==> config.mk <==
export PLATFORM = sky130hd
export DESIGN_NAME = btn_debounce_pulse
export DESIGN_NICKNAME = d
export VERILOG_FILES = /design/src/rtl/btn_pkg.sv /design/src/rtl/btn_debounce_chan.sv /design/src/rtl/btn_debounce_pulse.sv
export SDC_FILE = /design/constraint.sdc
export NUM_CORES = 1
export LEC_CHECK = 0
export ABC_AREA = 1
export ABC_CLOCK_PERIOD_IN_PS = 3500
export CAP_MARGIN = 30
export CORE_AREA = 4 4 159 161
export DETAILED_ROUTE_END_ITERATION = 12
export DIE_AREA = 0 0 163 165
export PLACE_DENSITY_LB_ADDON = 0.3
export SYNTH_ARGS = -nofsm -noshare
export SYNTH_HDL_FRONTEND = slang
export SYNTH_SLANG_ARGS = --single-unit
==> constraint.sdc <==
create_clock -name clk -period 3.5 [get_ports clk]
set_clock_uncertainty 0.05 [all_clocks]
set_input_delay 0.525 -clock clk [delete_from_list [all_inputs] [get_ports clk]]
set_output_delay 0.525 -clock clk [all_outputs]
set_load 0.01 [all_outputs]
==> src/rtl/btn_pkg.sv <==
// Shared timing defaults for a 100 MHz core clock, plus board button index constants.
package btn_pkg;

    localparam int CLK_HZ              = 100_000_000;
    localparam int DEF_N_BTN           = 5;
    localparam int DEF_SYNC_STAGES     = 2;
    localparam int DEF_DEBOUNCE_CYCLES = CLK_HZ / 100;  // 10 ms
    localparam int DEF_REPEAT_DELAY    = CLK_HZ / 2;    // 500 ms
    localparam int DEF_REPEAT_PERIOD   = CLK_HZ / 10;   // 100 ms

    localparam int BTN_C = 0;
    localparam int BTN_U = 1;
    localparam int BTN_L = 2;
    localparam int BTN_R = 3;
    localparam int BTN_D = 4;

endpackage

==> src/rtl/btn_debounce_chan.sv <==
// One button channel: synchroniser, debounce counter, press/release edge pulses, auto-repeat.
// Latency raw step -> level/press: SYNC_STAGES+DEBOUNCE_CYCLES clocks; no backpressure (pulses are fire-and-forget).
module btn_debounce_chan #(
    parameter int SYNC_STAGES     = 2,
    parameter int DEBOUNCE_CYCLES = 1000000,
    parameter int REPEAT_DELAY    = 50000000,
    parameter int REPEAT_PERIOD   = 10000000
) (
    input  logic clk,
    input  logic rst_n,
    input  logic i_btn_raw,
    output logic o_btn_level,
    output logic o_btn_press,
    output logic o_btn_release,
    output logic o_btn_repeat
);

    localparam int CNT_W = $clog2(DEBOUNCE_CYCLES + 1);

    logic [SYNC_STAGES-1:0] r_sync;
    logic [CNT_W-1:0]       r_cnt;
    logic                   r_level;
    logic                   r_press;
    logic                   r_release;
    logic                   w_s;
    logic                   w_mismatch;
    logic                   w_commit;

    assign w_s        = r_sync[SYNC_STAGES-1];
    assign w_mismatch = (w_s != r_level);
    assign w_commit   = w_mismatch && (r_cnt == CNT_W'(DEBOUNCE_CYCLES - 1));

    always_ff @(posedge clk or negedge rst_n) begin
        if (!rst_n) begin
            r_sync    <= '0;
            r_cnt     <= '0;
            r_level   <= 1'b0;
            r_press   <= 1'b0;
            r_release <= 1'b0;
        end else begin
            r_sync    <= {r_sync[SYNC_STAGES-2:0], i_btn_raw};
            r_press   <= w_commit & w_s;
            r_release <= w_commit & ~w_s;
            // Any cycle where the synced input agrees with the level restarts the count.
            if (!w_mismatch || w_commit) begin
                r_cnt <= '0;
            end else begin
                r_cnt <= r_cnt + CNT_W'(1);
            end
            if (w_commit) begin
                r_level <= w_s;
            end
        end
    end

    generate
        if (REPEAT_DELAY > 0) begin : g_rep
            localparam int H_MAX = (REPEAT_DELAY > REPEAT_PERIOD) ? REPEAT_DELAY : REPEAT_PERIOD;
            localparam int H_W   = $clog2(H_MAX + 1);

            logic [H_W-1:0] r_hcnt;
            logic           r_periodic;
            logic           r_repeat;
            logic           w_hit;

            assign w_hit = (r_hcnt == (r_periodic ? H_W'(REPEAT_PERIOD - 1)
                                                  : H_W'(REPEAT_DELAY - 1)));

            // A commit while level is 1 is a release: suppress any repeat landing on it.
            always_ff @(posedge clk or negedge rst_n) begin
                if (!rst_n) begin
                    r_hcnt     <= '0;
                    r_periodic <= 1'b0;
                    r_repeat   <= 1'b0;
                end else if (!r_level || w_commit) begin
                    r_hcnt     <= '0;
                    r_periodic <= 1'b0;
                    r_repeat   <= 1'b0;
                end else begin
                    r_repeat <= w_hit;
                    if (w_hit) begin
                        r_hcnt     <= '0;
                        r_periodic <= 1'b1;
                    end else begin
                        r_hcnt <= r_hcnt + H_W'(1);
                    end
                end
            end

            assign o_btn_repeat = r_repeat;
        end else begin : g_norep
            assign o_btn_repeat = 1'b0;
        end
    endgenerate

    assign o_btn_level   = r_level;
    assign o_btn_press   = r_press;
    assign o_btn_release = r_release;

endmodule

==> src/rtl/btn_debounce_pulse.sv <==
// Multi-channel button conditioner: N_BTN independent debounce/pulse channels, wiring only.
// Latency SYNC_STAGES+DEBOUNCE_CYCLES clocks per channel; outputs are registered pulses, no backpressure.
module btn_debounce_pulse
    import btn_pkg::*;
#(
    parameter int N_BTN           = DEF_N_BTN,
    parameter int SYNC_STAGES     = DEF_SYNC_STAGES,
    parameter int DEBOUNCE_CYCLES = DEF_DEBOUNCE_CYCLES,
    parameter int REPEAT_DELAY    = DEF_REPEAT_DELAY,
    parameter int REPEAT_PERIOD   = DEF_REPEAT_PERIOD
) (
    input  logic             clk,
    input  logic             rst_n,
    input  logic [N_BTN-1:0] btn_raw,
    output logic [N_BTN-1:0] btn_level,
    output logic [N_BTN-1:0] btn_press,
    output logic [N_BTN-1:0] btn_release,
    output logic [N_BTN-1:0] btn_repeat
);

    genvar g;
    generate
        for (g = 0; g < N_BTN; g++) begin : g_chan
            btn_debounce_chan #(
                .SYNC_STAGES    (SYNC_STAGES),
                .DEBOUNCE_CYCLES(DEBOUNCE_CYCLES),
                .REPEAT_DELAY   (REPEAT_DELAY),
                .REPEAT_PERIOD  (REPEAT_PERIOD)
            ) u_chan (
                .clk          (clk),
                .rst_n        (rst_n),
                .i_btn_raw    (btn_raw[g]),
                .o_btn_level  (btn_level[g]),
                .o_btn_press  (btn_press[g]),
                .o_btn_release(btn_release[g]),
                .o_btn_repeat (btn_repeat[g])
            );
        end
    endgenerate

endmodule

Word level (Yosys, flattened, before mapping)
Index checks and enable logic that the tools add are counted.

storage, ports and cells
  register bits after elaboration = 265
  bits of input ports = 7
  output and inout bits = 20
  word-level logic and storage cells = 145

operators by class
  add/sub/neg operators = 10
  equal/unequal tests = 15
  mux-type cells = 35
  bitwise logic cells = 15
  reductions and logical operators = 30

operators with widths
  cell                     count
  $mux W26                 15
  $add A26 B1 Y26 const B  5
  $eq A26 B26 Y1           5
  $add A20 B1 Y20 const B  5
  $eq A20 B20 Y1 const B   5
  $mux W20                 5
  $mux W1                  15
  $and A1 B1 Y1            10
  $logic_not A1 Y1         10
  $logic_or A1 B1 Y1       10
  $reduce_bool A2 Y1       5
  $logic_and A1 B1 Y1      5
  $ne A1 B1 Y1             5
  $not A1 Y1               5

Longest topological paths before layout
  word-level depth = 4
  gate-level depth with buffers = 10
  depth with buffers taken out = 10

Cells and area by module
Synthesis repeated with hierarchy kept, for this count alone.

unflattened totals
  cell total of the unflattened synthesis = 2,110
  area total of the unflattened synthesis = 15,827.7 sq um

by module, submodules not included
  module             instances  cells each  area an instance (sq um)  seq. area each (sq um)
  btn_debounce_chan  5          422         3,165.5                   1,326.3

Worst setup path before layout
No wires, ideal clock.

  path kind = register to register
  start point = register g_chan[3].u_chan.g_rep.r_hcnt[0]
  end point = register g_chan[3].u_chan.g_rep.r_hcnt[12]
  setup time = 0.121 ns
  data arrival time = 1.420 ns
  data required time = 3.329 ns
  path slack = 1.909 ns
  stages on the path, launching flop included = 10
  buffers on the path = 1
  clock period less this slack = 1.591 ns
  path through = dfrtp_1 > ha_1 > nand3_2 > nor2_4 > nand2_2 > nor3_2 > nand2_2 > nand2_4 > buf_12 > nor2_1

on the way
  cells in the longest elaborated chain, start to end = 3
  elaborated cells on any way between the ends = 4
  classes of those cells = add/sub: 1; eq/ne: 1; mux: 2

RTL lines
  element                                            RTL line                                          source
  from (decl)                                        btn_debounce_chan.sv:61                           logic [H_W-1:0] r_hcnt;
  from (signal assigned)                             btn_debounce_chan.sv:85                           r_hcnt <= r_hcnt + H_W'(1);
  $add A26 B1 Y26 or $eq A26 B26 Y1 (tied branches)  btn_debounce_chan.sv:85, btn_debounce_chan.sv:66
  $mux W26 (*)                                       btn_debounce_chan.sv:81                           if (w_hit) begin
  $mux W26 (*)                                       btn_debounce_chan.sv:75                           end else if (!r_level || w_commit) begin

Mark *: on every way between the ends. The rest lies on a longest branch, timed or not.
A chain may end at the register's enable or synchronous reset.

Final worst setup path
  start point = register g_chan[1].u_chan.r_level
  end point = output port btn_level[1]

RTL lines
  element                 RTL line                  source
  from (decl)             btn_debounce_chan.sv:22   logic r_level;
  from (signal assigned)  btn_debounce_chan.sv:51   r_level <= w_s;
  to (decl)               btn_debounce_pulse.sv:15  output logic [N_BTN-1:0] btn_level,

No word-level cell between the ends.

==> run_results.csv <==
group,metric,value,unit
placed_design,port_buffers,26,
floorplanning,die_x,163,um
critical_path,cp_slowest_cell,"clkdlybuf4s50_1",
min_path,min_path_type,"reg2reg",
cts,cts.repair.resized,0,
floorplanning,core_area,24000,um^2
run_status,status,"finished clean",
critical_path,worstSetupPathDepth,1,
sta,drv_slew,0,
run,drv_cap,0,
cts,clk_latency,560,ps
critical_path,rr_startpoint,"g_chan[2].u_chan.r_cnt[1]",
grt,overflow,0,
critical_path,cp-end-kind,"output pin",
synth,yosysUniqueCellTypes,32,
synth,synth_compound_area_share,1.58,%
grt,grt_max_degree,97,
sta,finalCriticalPeriod,2130,ps
critical_path,critical_path_class,"reg2out",
synth,synth_top_family_by_area,"simple AND/OR/NAND/NOR gates",
layout,final_common_cell,"nand2_1",
critical_path,reg2reg_to,"g_chan[2].u_chan.g_rep.r_hcnt[17]",
floorplanning,rows,57,
layout,design_area,16700,um^2
power,switchingPower,1.38,mW
layout,layout-drive-gt1-share,5.00,%
sta,rsz0062_at_grt,"false",
route,vias,13232,
synth,synth-seq-area-share,43.4,%
sta,relSlewSlack,50.9,%
synth,syn_area,15300,um^2
cts,root_buffer,"clkbuf_16",
placed_design,gp_congestion,0.989,
grt,grt_pass1_vias,12698,
power,switching_share,21.6,%
power,power_frac_comb,2.0,%
synth,syn_inst,2099,
synth,synth_fa_ha_area_share,1.23,%
floorplanning,ios,27,
grt,antenna_found_initial,0,
power,seq_power_share,48.6,%
sta,hold_viol_final,0,
floorplanning,die_height,165,um
route,drtIter0Drc,1065,
grt,grt_use_total,25.2,%
route,routed_wl,33.0,mm
layout,antenna_cells,0,
route,first_pass_iters,6,
power,p_int,5.00,mW
sta,totalNegativeSetupSlack,0,ps
critical_path,path_buf_inv,1,
power,p_per_area,382,nW/um^2
synth,ys.warnings.count,0,
critical_path,crit_path_max_incr_delay,570,ps
synth,synthSimpleGateAreaFrac,38.3,%
synth,synthMuxAreaShare,0,%
floorplanning,start_util,63.7,%
power,pwr-share-clk,49.3,%
route,drcViolationCount,0,
critical_path,startpoint,"g_chan[1].u_chan.o_btn_level",
route,ant_nets,0,
critical_path,arrival,1560,ps
synth,syn_area_per_cell,7.27,um^2
cts,cts_buffers,29,
sta,setup_viol,0,
sta,final.period_utilization,60.9,%
layout,areaGrowthSynthToFinish,9.32,%
critical_path,cp.required,2920,ps
cts,cts_max_level,1,
sta,fmax,469,MHz
power,leakage,6.94,nW
route,avgRoutedWirePerCell,13.4,um
critical_path,critical-path-top-delay-family,"buffers and inverters",
critical_path,crit_chain,"clkdlybuf4s50_1",
synth,synth_nets,2121,
cts,clock_sinks,265,
layout,mostFrequentLayoutCells,"nand2_1 (513), nor2_1 (479), dfrtp_1 (265)",
critical_path,rr_worst_depth,8,
placed_design,placed_area,15700,um^2
floorplanning,fp.dieArea,26900,um^2
layout,final_nets,2137,
cts,clk_pin_slew,60,ps
power,ir_drop,622,uV
route,avgViaCountPerCell,5.37,
cts,cts_tree,"yes",
synth,ys_ff_latch,265,
critical_path,ff2ff_setup_slack,1430,ps
synth,yosys.area_share.xor_xnor,7.74,%
critical_path,cp-endpoint,"btn_level[1]",
grt,grt_pass1_wl,57.7,mm
critical_path,crit_path_max_fanout,4,
critical_path,worst_setup_path_start_kind,"flip-flop",
cts,ctsLongestPathBuffers,3,
sta,tightest_slew,736,ps
placed_design,hpwl,23.9,mm
==> what timing repair did <==
| action | 4_1_cts | 5_1_grt |
|---|---|---|
| setup buffers | 0 | 0 |
| hold endpoints to repair | 78 | 0 |
| hold buffers | 1 | 0 |
==> cell type report <==
type	instances	area (um^2)
multi-input combinational	1564	7470
tap	324	405
clock inverter	15	180
clock buffer	39	823
inverter	223	837
timing repair buffer	32	350
fill	2008	7270
sequential	265	6630
==> flip-flops by register name, indices dropped and copies added (netlist names) <==
name / cells
g_chan.u_chan.o_btn_press: 5
g_chan.u_chan.o_btn_level: 5
g_chan.u_chan.g_rep.r_periodic: 5
g_chan.u_chan.r_cnt: 100
g_chan.u_chan.g_rep.r_hcnt: 130
g_chan.u_chan.o_btn_release: 5
g_chan.u_chan.o_btn_repeat: 5
g_chan.u_chan.r_sync: 10
==> layer usage <==
layer / track usage (%) / vias up / wire, um
met5: 0 / - / 0
met4: 7.51 / 0 / 772
met3: 3.42 / 69 / 1810
met2: 41.8 / 368 / 15500
met1: 35.0 / 6178 / 14900
li1: - / 6617 / -
==> worst min path at each step <==
stage | end | start | cells after the start
5_1_grt | g_chan[4].u_chan.r_sync[1] | g_chan[4].u_chan.r_sync[0] | 0
3_5_place_dp | g_chan[4].u_chan.r_sync[1] | g_chan[4].u_chan.r_sync[0] | 0
3_3_place_gp | g_chan[3].u_chan.r_sync[1] | g_chan[3].u_chan.r_sync[0] | 0
6_report | g_chan[4].u_chan.r_sync[1] | g_chan[4].u_chan.r_sync[0] | 0
2_1_floorplan | g_chan[0].u_chan.g_rep.r_hcnt[0] | rst_n | 0
4_1_cts | g_chan[4].u_chan.r_sync[1] | g_chan[4].u_chan.r_sync[0] | 0
==> power groups by stage <==
stage                     Combinational [mW]  Sequential, mW  Clock, mW
after global routing                   0.151            3.10       3.35
after detailed placement               0.133            3.16          0
after floorplan                       0.0460            3.15          0
final                                  0.128            3.10       3.15
after global placement                 0.130            3.15          0
after CTS                              0.134            3.10       3.22
==> kinds of logic (layout without fill, tap and decap cells) <==
family          after synthesis  count (layout)
fa+ha+maj                    15              15
flops                       265             265
simple gates               1369            1369
compound gates               45              45
buf+inv                     270             309
xor+xnor                    135             135
==> through the flow <==
stage               utilization [%]  total power [mW]  hold slack [ps]  cells  setup WS (ps)
finish                         69.7              6.37              301   2462           1370
global route                   69.7              6.60              307   2462           1210
CTS                            69.7              6.45              304   2462           1360
detailed placement             65.4              3.29              292   2407           1450
global placement               65.4              3.28              282   2407           1540
floorplan                         -              3.20              179   2099           1910
==> synthesized netlist by cell type (all sizes together) <==
master	n	area, um^2
or2	4	25.0
and3	3	18.8
clkbuf	2	7.51
dfrtp	265	6630
nand3	170	876
nor3	82	420
nand3b	4	30.0
a31oi	5	31.3
xor2	92	806
inv	223	837
xnor2	43	377
nor2	502	1950
nand2	526	2020
ha	15	188
o21bai	3	22.5
buf	45	328
nand4	58	363
a21oi	14	70.1
nor3b	18	135
nor4	2	12.5
o211ai	1	7.51
o21ai	22	110
No activity file was read; power rests on OpenSTA's default activity.
